[src/rtl/pipe_pkg.sv]
`default_nettype none
// +----------------------------------------------------------------------+
// | pipe_pkg                                                             |
// | Shared types and constants for the pipeline hazard controller.       |
// | Rev 1.0 - initial release                                            |
// +----------------------------------------------------------------------+
package pipe_pkg;

    localparam int         REG_AW_DEF = 5;
    // Tracking entries carry rd at this fixed width so the struct can live here
    localparam int         REG_AW_MAX = 8;
    localparam logic [2:0] FWD_RF     = 3'd0;

    typedef struct packed {
        logic                  valid;
        logic [REG_AW_MAX-1:0] rd;
        logic                  wr;
        logic                  load;
    } trk_entry_t;

endpackage
`default_nettype wire

[src/rtl/fwd_match.sv]
`default_nettype none
// +----------------------------------------------------------------------+
// | fwd_match                                                            |
// | Finds the youngest in-flight producer of one source register and     |
// | reports whether the consumer in ID must stall on it.                 |
// | Rev 1.0 - initial release                                            |
// +----------------------------------------------------------------------+
module fwd_match
    import pipe_pkg::*;
#(
    parameter int STAGES   = 3,
    parameter int REG_AW   = REG_AW_DEF,
    parameter int LOAD_LAT = 2,
    parameter int FWD_EN   = 1
) (
    input  trk_entry_t [STAGES-2:0] i_table,
    input  logic [REG_AW-1:0]       i_src,
    input  logic                    i_use,
    output logic                    o_hit,
    output logic [2:0]              o_idx,
    output logic                    o_stall_need
);

    logic [STAGES-2:0] w_match;
    logic              w_load;
    logic              w_lat_short;

    for (genvar j = 0; j < STAGES-1; j++) begin : g_match
        assign w_match[j] = i_table[j].valid && i_table[j].wr && i_use &&
                            (i_src != '0) &&
                            (i_table[j].rd == REG_AW_MAX'(i_src));
    end

    // Scan oldest to youngest so the youngest producer wins
    always_comb begin
        o_hit  = 1'b0;
        o_idx  = 3'd0;
        w_load = 1'b0;
        for (int j = STAGES-2; j >= 0; j--) begin
            if (w_match[j]) begin
                o_hit  = 1'b1;
                o_idx  = 3'(j);
                w_load = i_table[j].load;
            end
        end
    end

    assign w_lat_short  = (int'(o_idx) + 1) < LOAD_LAT;
    assign o_stall_need = (FWD_EN != 0) ? (o_hit && w_load && w_lat_short) : o_hit;

endmodule
`default_nettype wire

[src/rtl/pipe_hazard_ctrl.sv]
`default_nettype none
// +----------------------------------------------------------------------+
// | pipe_hazard_ctrl                                                     |
// | RAW hazard detection, load-use stall, forwarding select and branch   |
// | flush for an in-order pipeline with STAGES tracked stages after ID.  |
// | Rev 1.0 - initial release                                            |
// +----------------------------------------------------------------------+
module pipe_hazard_ctrl
    import pipe_pkg::*;
#(
    parameter int STAGES   = 3,
    parameter int REG_AW   = REG_AW_DEF,
    parameter int LOAD_LAT = 2,
    parameter int FWD_EN   = 1
) (
    input  logic              clock,
    input  logic              reset,
    input  logic              id_valid,
    input  logic [REG_AW-1:0] id_rs,
    input  logic [REG_AW-1:0] id_rt,
    input  logic              id_use_rs,
    input  logic              id_use_rt,
    input  logic [REG_AW-1:0] id_rd,
    input  logic              id_wr,
    input  logic              id_load,
    input  logic              redirect,
    output logic              stall,
    output logic              flush,
    output logic [2:0]        fwd_a,
    output logic [2:0]        fwd_b,
    output logic [15:0]       stall_cnt
);

    // The last stage retires into the register file on the same edge a
    // consumer leaves ID, so it never creates a hazard and is not stored.
    trk_entry_t [STAGES-2:0] r_table;
    trk_entry_t              w_new;
    logic [2:0]              r_fwd_a;
    logic [2:0]              r_fwd_b;
    logic [15:0]             r_stall_cnt;

    logic       w_hit_a;
    logic       w_hit_b;
    logic [2:0] w_idx_a;
    logic [2:0] w_idx_b;
    logic       w_need_a;
    logic       w_need_b;
    logic       w_issue;

    fwd_match #(
        .STAGES  (STAGES),
        .REG_AW  (REG_AW),
        .LOAD_LAT(LOAD_LAT),
        .FWD_EN  (FWD_EN)
    ) u_match_rs (
        .i_table     (r_table),
        .i_src       (id_rs),
        .i_use       (id_use_rs),
        .o_hit       (w_hit_a),
        .o_idx       (w_idx_a),
        .o_stall_need(w_need_a)
    );

    fwd_match #(
        .STAGES  (STAGES),
        .REG_AW  (REG_AW),
        .LOAD_LAT(LOAD_LAT),
        .FWD_EN  (FWD_EN)
    ) u_match_rt (
        .i_table     (r_table),
        .i_src       (id_rt),
        .i_use       (id_use_rt),
        .o_hit       (w_hit_b),
        .o_idx       (w_idx_b),
        .o_stall_need(w_need_b)
    );

    assign flush   = redirect;
    assign stall   = id_valid && !redirect && (w_need_a || w_need_b);
    assign w_issue = id_valid && !stall && !redirect;

    always_comb begin
        w_new       = '0;
        w_new.valid = w_issue;
        w_new.rd    = REG_AW_MAX'(id_rd);
        w_new.wr    = w_issue && id_wr;
        w_new.load  = w_issue && id_load;
    end

    always_ff @(posedge clock) begin
        if (reset) begin
            r_table     <= '0;
            r_fwd_a     <= FWD_RF;
            r_fwd_b     <= FWD_RF;
            r_stall_cnt <= 16'd0;
        end else begin
            r_table[0] <= w_new;
            for (int j = 1; j < STAGES-1; j++) begin
                r_table[j] <= r_table[j-1];
            end
            // Producer at j moves to j+1 on the same edge the consumer enters EX
            r_fwd_a <= (w_issue && (FWD_EN != 0) && w_hit_a) ? (w_idx_a + 3'd1) : FWD_RF;
            r_fwd_b <= (w_issue && (FWD_EN != 0) && w_hit_b) ? (w_idx_b + 3'd1) : FWD_RF;
            if (stall && (r_stall_cnt != 16'hFFFF)) begin
                r_stall_cnt <= r_stall_cnt + 16'd1;
            end
        end
    end

    assign fwd_a     = r_fwd_a;
    assign fwd_b     = r_fwd_b;
    assign stall_cnt = r_stall_cnt;

endmodule
`default_nettype wire

[config.mk]
export PLATFORM = sky130hd
export DESIGN_NAME = pipe_hazard_ctrl
export DESIGN_NICKNAME = d
export VERILOG_FILES = /design/src/rtl/pipe_pkg.sv /design/src/rtl/fwd_match.sv /design/src/rtl/pipe_hazard_ctrl.sv
export SDC_FILE = /design/constraint.sdc
export NUM_CORES = 1
export LEC_CHECK = 0
export CELL_PAD_IN_SITES_DETAIL_PLACEMENT = 0
export CELL_PAD_IN_SITES_GLOBAL_PLACEMENT = 1
export CORE_MARGIN = 1
export CORE_UTILIZATION = 38
export CTS_CLUSTER_DIAMETER = 100
export DETAILED_ROUTE_END_ITERATION = 8
export HOLD_SLACK_MARGIN = 0.06
export PLACE_DENSITY = 0.87
export RECOVER_POWER = 25
export SLEW_MARGIN = 10
export SYNTH_ARGS = -nofsm -noshare
export SYNTH_HDL_FRONTEND = slang
export SYNTH_SLANG_ARGS = --single-unit
[constraint.sdc]
create_clock -name clock -period 5.1 [get_ports clock]
set_input_delay 1.02 -clock clock [delete_from_list [all_inputs] [get_ports clock]]
set_output_delay 1.02 -clock clock [all_outputs]
set_load 0.02 [all_outputs]
[Yosys cells after proc, flatten, opt, wreduce, memory -nomap -nowiden]
Index checks and enable logic that the tools add are counted.
Word-level totals
  register bits: 44
  input port bits: 23
  logic and storage cells: 72
Cells by class
  add/subtract/negate cells: 5
  magnitude comparators: 2
  eq/ne operators: 5
  mux-type cells: 12
  bitwise gates (word level): 2
  reductions and logical operators: 34
Operators by type and width (count)
  32-bit by 3-bit < comparator with 1-bit output, second input constant: 2
  8-bit by 5-bit equality test with 1-bit output: 4
  1-bit logical AND: 27
  16-bit by 1-bit adder with 16-bit output, second input constant: 1
  16-bit inequality test, second input constant: 1
  1-bit 2-to-1 mux: 12
  5-bit nonzero test: 2
  3-bit by 1-bit adder with 3-bit output, second input constant: 2
  1-bit by 1-bit adder with 2-bit output, second input constant: 2
  2-bit OR reduction: 2
  1-bit zero test: 2
  1-bit inverter: 2
  1-bit logical OR: 1

[Logic depth before layout (Yosys ltp)]
Gate-level depths: netlist (run 1).
  word-level depth: 17
  gate-level depth with buffers: 7

[Cells and area by module]
From an unflattened synthesis (run 1), not the netlist that was laid out.
Second synthesis, totals
  cell total of the unflattened synthesis: 212
  area total of the unflattened synthesis: 1955.6 um^2
Modules (own cells, without submodules)
  pipe_hazard_ctrl: times used 1, cells an instance 160, area each 1555.2 um^2, sequential area each 760.7 um^2
  fwd_match: times used 2, cells an instance 26, area each 200.2 um^2, sequential area each 0.0 um^2

[Least setup slack after synthesis (run 1)]
OpenSTA, ideal clock, no wires.
  path type: input to output
  from: in id_rs[1]
  to: out stall
  arrival time: 2.164 ns
  data required time: 4.080 ns
  setup slack: 1.916 ns
  stages: 5
  buffers on the path: 0
  cells stage by stage: or4_4 -> o21ai_2 -> nor3_4 -> o21ai_2 -> nor2_1
Between the ends
  longest elaborated chain between the ends: 10
  elaborated cells between the ends (all ways): 19
  those cells by class: add/sub: 1; order compare: 1; eq/ne: 2; mux: 6; reduce/logical: 9
RTL lines
  from (decl): RTL line pipe_hazard_ctrl.sv:19  | input logic [REG_AW-1:0] id_rs,
  5-bit nonzero test: RTL line fwd_match.sv:30  | (i_src != '0) &&
  1-bit logical AND: RTL line fwd_match.sv:29  | assign w_match[j] = i_table[j].valid && i_table[j].wr && i_use &&
  1-bit logical AND: RTL line fwd_match.sv:30
  1-bit 2-to-1 mux (2 in a row): RTL line fwd_match.sv:40  | if (w_match[j]) begin
  1-bit by 1-bit adder with 2-bit output: RTL line fwd_match.sv:48  | assign w_lat_short = (int'(o_idx) + 1) < LOAD_LAT;
  32-bit by 3-bit < comparator with 1-bit output: RTL line fwd_match.sv:48
  1-bit logical AND *: RTL line fwd_match.sv:49  | assign o_stall_need = (FWD_EN != 0) ? (o_hit && w_load && w_lat_short) : o_hit;
  1-bit logical OR *: RTL line pipe_hazard_ctrl.sv:79  | assign stall = id_valid && !redirect && (w_need_a || w_need_b);
  1-bit logical AND *: RTL line pipe_hazard_ctrl.sv:79
  to (decl): RTL line pipe_hazard_ctrl.sv:27  | output logic stall,
Mark *: on every way between the ends. The rest lies on a longest branch, timed or not.

[Final worst setup path (run 1)]
Ends and elaborated chain as after synthesis.

==> key figures, run 1 <==
Place
  – Worst slack, placed: 848 ps
  – Placer congestion estimate: 0.904
  – Final HPWL DP: 2.55 mm
  – IO buf count: 44

Power
  – Leakage: 0.815 nW
  – NetSw: 0.124 mW
  – Combinational share of power: 0.089
  – Sequential power share: 0.491
  – Switching Share: 0.215
  – Pint: 0.453 mW
  – Clock share of power: 0.421
  – Max rail drop VDD: 0.000100 V
  – Power density over the cells: 250 mW/mm^2

Yosys
  – Mean Syn Cell Area: 9.62 sq um
  – Largest cells by area after synthesis: dfxtp_1 (41%), xnor2_1 (7.7%), nor2b_1 (5.5%)
  – FF+latch count, synth: 35
  – Ys Warns: 0
  – Post-Syn Area: 0.00171 sq mm
  – Seq/Total Area, Yosys: 0.409
  – Top cell type's share of synthesized area: 0.409
  – Cell taking the most area after synthesis: dfxtp_1
  – Post-synth cell types: 37
  – Synthesized netlist cell count: 178

Critical path
  – Reg2reg setup slack: 2980 ps
  – Reg2reg start: stall_cnt[4]$_SDFFE_PP0P_
  – R2r endpoint: stall_cnt[4]$_SDFFE_PP0P_
  – CP endpoint kind: output pin
  – WP data arrival: 3220 ps
  – Worst Setup SP: id_rs[1]
  – Worst R2R Path Depth: 6
  – Worst EP required: 4080 ps
  – CP Launch Type: primary input
  – CP max FO: 9
  – WS Path Type: in -> out

Die
  – Die footprint: 0.00478 sq mm
  – Die width: 69.1 microns
  – Row Count: 24
  – CORE AREA: 0.00435 sq mm
  – Initial core utilization: 0.393
  – I/O pins: 47
  – Die Y: 69.1 microns

Routing
  – DR vias: 1382
  – First-pass DRT Iterations: 5
  – DR iter-0 viols: 37
  – Total wire length: 3.26 mm
  – Drt via density: 4.97
  – Post-DRT Antenna Nets: 0
  – Post-route DRC: 0
  – Avg WL per Cell: 11.7 microns

Timing
  – Max-slew violations: 0
  – Final hold slack: 482 ps
  – Relative slew slack: 0.377
  – Worst slew pin tran: 931 ps
  – RSZ-0062 raised after global routing: no
  – Peak Freq: 236 MHz
  – Setup violators final: 0
  – Worst setup slack after layout: 859 ps
  – Fin crit share: 0.832
  – Setup TNS Final: 0 ps
  – Endpoints failing hold: 0
  – Clock Skew: 5.16 ps
  – Crit path time final: 4240 ps

CTS
  – CTS resizes: 0
  – TritonCTS clock tree: done
  – CTS hold repair buffers: 0
  – H-tree levels: 2
  – Setup bufs post-CTS: 0
  – Sink Count: 35
  – Clk root buf: clkbuf_8
  – CTS max path bufs: 2
  – Worst-Skew Late Latency: 270 ps
  – CTS Buf Count: 5
  – Clk slew on worst S/H paths: 70 ps

Flow run
  – Max cap viols: 0

Hold path
  – Hold EP: fwd_a[1]$_SDFF_PP0_
  – Hold Path Class: reg -> reg
  – Hold Crit Depth: 1
  – Worst min-delay path startpoint: r_table[12]$_SDFF_PP0_

Global routing
  – Gr ovfl total: 0
  – Global-route wire length before repair: 5.82 mm
  – Vias in the first global route: 1324
  – GRT Overall Usage: 0.149
  – Largest net degree at the start of global routing: 26
  – Initial antenna violation count: 0

Status
  – Outcome: complete, no violations

Final layout
  – Fillers: 403
  – Diodes inserted: 0
  – Synth-to-layout area growth: 34.8%
  – Layout cells sized above 1: 0.119
  – Nets@finish: 249
worst max path at each step:
stage | to | slack, ps
5_1_grt | stall | 720
2_1_floorplan | stall | 1920
6_report | stall | 860
3_5_place_dp | stall | 850
4_1_cts | stall | 830
3_3_place_gp | stall | 860
power by group through the flow:
stage | Clock, mW | Combinational, mW | Sequential [mW]
finish | 0.243 | 0.0511 | 0.283
global route | 0.263 | 0.0557 | 0.284
CTS | 0.250 | 0.0518 | 0.283
detailed placement | 0 | 0.0518 | 0.290
global placement | 0 | 0.0516 | 0.290
floorplan | 0 | 0.0279 | 0.288
logic make-up (layout without fill, tap and decap cells):
logic type | after synthesis | count (layout) | share of synthesized area
DFF | 35 | 35 | 0.409
buffers and inverters | 11 | 58 | 0.0307
other | 1 | 2 | 0.00219
muxes | 2 | 2 | 0.0146
AOI/OAI and AO/OA | 27 | 27 | 0.125
adders and majority gates | 1 | 1 | 0.00731
and+or+nand+nor | 76 | 76 | 0.283
xor gates and xnor gates | 25 | 25 | 0.128
routing by layer:
layer  GRT usage  up-vias  share of wire
li1            -      720              -
met1       0.194      632           0.50
met2       0.246       28           0.47
met3      0.0307        2          0.028
met4      0.0476        0         0.0077
met5           0        -              0
synthesized netlist by cell type:
| master | count |
|---|---|
| and3_1 | 1 |
| or4_1 | 5 |
| nor3b_4 | 1 |
| ha_1 | 1 |
| nor2_1 | 9 |
| nand4_2 | 1 |
| nand4_1 | 5 |
| o211ai_1 | 3 |
| or3_1 | 5 |
| xor2_1 | 10 |
| o21ai_2 | 3 |
| o2111ai_1 | 2 |
| nand3_1 | 8 |
| o31ai_1 | 2 |
| o2111ai_2 | 1 |
| mux2_4 | 1 |
| inv_1 | 5 |
| mux2i_1 | 1 |
| dfxtp_1 | 35 |
| xnor2_1 | 15 |
| a21oi_1 | 7 |
| nor2_2 | 1 |
| nor3_1 | 5 |
| nand2_1 | 7 |
| o311a_4 | 1 |
| and2_2 | 4 |
| o2111ai_4 | 1 |
| buf_4 | 3 |
| o21ai_0 | 7 |
| nor3_4 | 2 |
| nor4_1 | 1 |
| clkbuf_1 | 3 |
| nor2b_1 | 15 |
| or4_4 | 2 |
| and2_1 | 2 |
| and4_1 | 2 |
| conb_1 | 1 |
sequential cells by signal (all words and copies together), names as in the netlist:
| name | flops |
|---|---|
| fwd_a | 2 |
| fwd_b | 2 |
| r_table | 15 |
| stall_cnt | 16 |
stage by stage:
step | total power, mW | std cells | util | area (sq um)
CTS | 0.585 | 278 | 0.530 | 2310
detailed placement | 0.341 | 270 | 0.504 | 2190
floorplan | 0.316 | 179 | - | 1720
global placement | 0.341 | 270 | 0.504 | 2190
finish | 0.577 | 278 | 0.530 | 2310
global route | 0.603 | 278 | 0.530 | 2310
layout by cell type, fill, tap and decap left out, types with 3 or more instances in the layout:
master	Yosys	routed
o21ai_2	3	3
or4_1	5	5
o211ai_1	3	3
dfxtp_1	35	35
or3_1	5	5
xnor2_1	15	15
nand2_1	7	7
nor2b_1	15	15
a21oi_1	7	7
nand4_1	5	5
nand3_1	8	8
o21ai_0	7	7
and2_2	4	4
dlygate4sd3_1	0	5
inv_1	5	5
nor3_1	5	5
xor2_1	10	10
nor2_1	9	9
clkbuf_8	0	5
clkdlybuf4s50_1	0	39
worst max-delay path: stages:
cell and delay (ps):
clkdlybuf4s50_1 470, or4_4 550, o21ai_2 200, nor3_4 110, o21ai_2 250, nor2_1 80
clkdlybuf4s50_1 540
cell type report:
type	instances	area (sq um)	share of cell area
Multi-Input combinational cell	133	962	0.417
Sequential cell	35	701	0.304
Timing Repair Buffer	45	448	0.194
Clock buffer	5	68.8	0.0298
Tap cell	52	65.1	0.0282
Clock inverter	3	43.8	0.0190
Inverter	5	18.8	0.00813
(Power assumes the default switching activity.)
==> run 2: changes to the inputs <==
Settings changed: CORE_UTILIZATION 38 to 32, PLACE_DENSITY 0.87 to 0.79.
Clock period 5.1 ns to 3.9 ns, I/O delays scaled along.
==> run 2 against run 1 <==
Compared with the run above:
- sequential share of layout area down 0.79 points
- worst setup slack worse by 690 ps
- cell area grew 2.7%
- global-route usage increased by 0.20 points
- critical path depth stayed put
- core utilization down 6.9 points
- final cell count increased by 7.2%
- clock skew rose by 1.2 ps
- clock power is 61% higher
- sequential cell count is the same
- via count grew 3.8%
- critical path type unchanged
==> key figures, run 2 (synthesis gave the netlist of run 1 again) <==
Routing
  – First-pass DRT Iterations: 4
  – Post-DRT Antenna Nets: 0
  – Post-route DRC: 0
  – DR iter-0 viols: 37
  – Avg WL per Cell: 12.3 microns
  – Drt via density: 4.81
  – Total wire length: 3.68 mm
  – DR vias: 1434

Flow run
  – Max cap viols: 0

CTS
  – Setup bufs post-CTS: 0
  – H-tree levels: 2
  – CTS max path bufs: 2
  – Worst-Skew Late Latency: 290 ps
  – CTS Buf Count: 5
  – TritonCTS clock tree: done
  – CTS resizes: 0
  – CTS hold repair buffers: 0
  – Clk root buf: clkbuf_8
  – Sink Count: 35
  – Clk slew on worst S/H paths: 70 ps

Global routing
  – Initial antenna violation count: 0
  – Largest net degree at the start of global routing: 25
  – Gr ovfl total: 0
  – GRT Overall Usage: 0.151
  – Vias in the first global route: 1428
  – Global-route wire length before repair: 6.39 mm

Critical path
  – Worst path depth: 7
  – Crit path cell chain: clkdlybuf4s50_1, or4_4, o21ai_2, nor3_4, o21ai_2, nor2_1, clkdlybuf4s50_1
  – CP Launch Type: primary input
  – Slowest CP cell: or4_4
  – WP data arrival: 2950 ps
  – Worst R2R Path Depth: 6
  – Worst EP required: 3120 ps
  – CP max FO: 6
  – Crit path max-delay family: buffers and inverters
  – CP max stage delay: 550 ps
  – CP endpoint kind: output pin
  – WS Path Type: in -> out
  – Number of buffers and inverters on the critical path: 2

Power
  – Power density over the cells: 350 mW/mm^2
  – Max rail drop VDD: 0.000150 V
  – Leakage: 0.836 nW

Timing
  – Setup violators final: 0
  – Setup TNS Final: 0 ps
  – Relative slew slack: 0.400
  – Clock Skew: 6.31 ps
  – Peak Freq: 268 MHz
  – RSZ-0062 raised after global routing: no
  – Worst slew pin tran: 896 ps
  – Max-slew violations: 0
  – Fin crit share: 0.957
  – Crit path time final: 3730 ps
  – Worst setup slack after layout: 169 ps
  – Endpoints failing hold: 0

Place
  – Worst slack, placed: 153 ps
  – IO buf count: 44
  – Placement Cell Area: 0.00223 sq mm
  – Final HPWL DP: 2.84 mm
  – Placed insts: 290
  – Placer congestion estimate: 0.764

Final layout
  – Non-Filler Instances: 298
  – Number of flip-flops in the largest register: 16
  – Sequential Area: 701 sq um
  – Final Instance Area: 0.00237 sq mm
  – Nets@finish: 251
  – Area of the multi-input gates: 962 sq um
  – Layout cells sized above 1: 0.127
  – Most frequent cells in the layout: clkdlybuf4s50_1 (38), dfxtp_1 (35), xnor2_1 (15), nor2b_1 (15), xor2_1 (10)
  – Diodes inserted: 0
  – Synth-to-layout area growth: 38.4%
  – Fillers: 526
  – Most common cell after layout, fill and taps aside: clkdlybuf4s50_1

Die
  – Die Y: 75.1 microns
  – Initial core utilization: 0.333
  – Die width: 75.1 microns
  – Die footprint: 0.00565 sq mm
  – Row Count: 26
  – CORE AREA: 0.00514 sq mm
  – I/O pins: 47

Hold path
  – Hold Path Class: reg -> reg
  – Hold Crit Depth: 1

Status
  – Outcome: complete, no violations
## run 2: layout make-up
class | count | share of cell area
Inverter | 5 | 0.00792
Clock inverter | 3 | 0.0285
Clock buffer | 5 | 0.0291
Timing Repair Buffer | 47 | 0.195
Multi-Input combinational cell | 133 | 0.406
Sequential cell | 35 | 0.296
Tap cell | 70 | 0.0370
## run 2: per-stage QoR
stage | power, mW | hold slack, ps | util
6_report | 0.829 | 480 | 0.461
5_1_grt | 0.863 | 499 | 0.461
4_1_cts | 0.837 | 485 | 0.461
3_5_place_dp | 0.447 | 476 | 0.434
3_3_place_gp | 0.447 | 468 | 0.434
2_1_floorplan | 0.413 | 459 | -
## run 2: worst paths after layout
kind                                           startpoint                        end  slack, ps
worst max-delay path                             id_rs[1]                      stall        170
worst min-delay path               r_table[12]$_SDFF_PP0_        fwd_a[1]$_SDFF_PP0_        480
worst max register to register  stall_cnt[4]$_SDFFE_PP0P_  stall_cnt[4]$_SDFFE_PP0P_       1760
worst min register to register     r_table[12]$_SDFF_PP0_        fwd_a[1]$_SDFF_PP0_        480
## run 2: power breakdown
| part | internal, mW | leakage [nW] | switching (mW) | total, mW |
|---|---|---|---|---|
| sequential | 0.363 | 0.284 | 0.00676 | 0.370 |
| clock | 0.255 | 0.0644 | 0.137 | 0.391 |
| combinational | 0.0388 | 0.487 | 0.0285 | 0.0673 |
## run 2: routing by layer
layer | part of all wire | routed length [microns] | global-route usage
met5 | 0 | 0 | 0
met4 | 0.013 | 48 | 0.0556
met3 | 0.049 | 180 | 0.0442
met2 | 0.46 | 1710 | 0.253
met1 | 0.47 | 1740 | 0.184
## run 2: worst register-to-register path, cell delays in order (launching register included)
cell and delay [ps]:
dfxtp_1 450, nand4_2 170, or4_4 520, o311a_4 350, o2111ai_2 180, nor2_2 70
mux2_4 300
==> run 3: changes to the inputs <==
Settings changed: HOLD_SLACK_MARGIN 0.06 to unset.
==> results of run 3 <==
The final DEF is identical to that of run 2; final timing and power are the same.
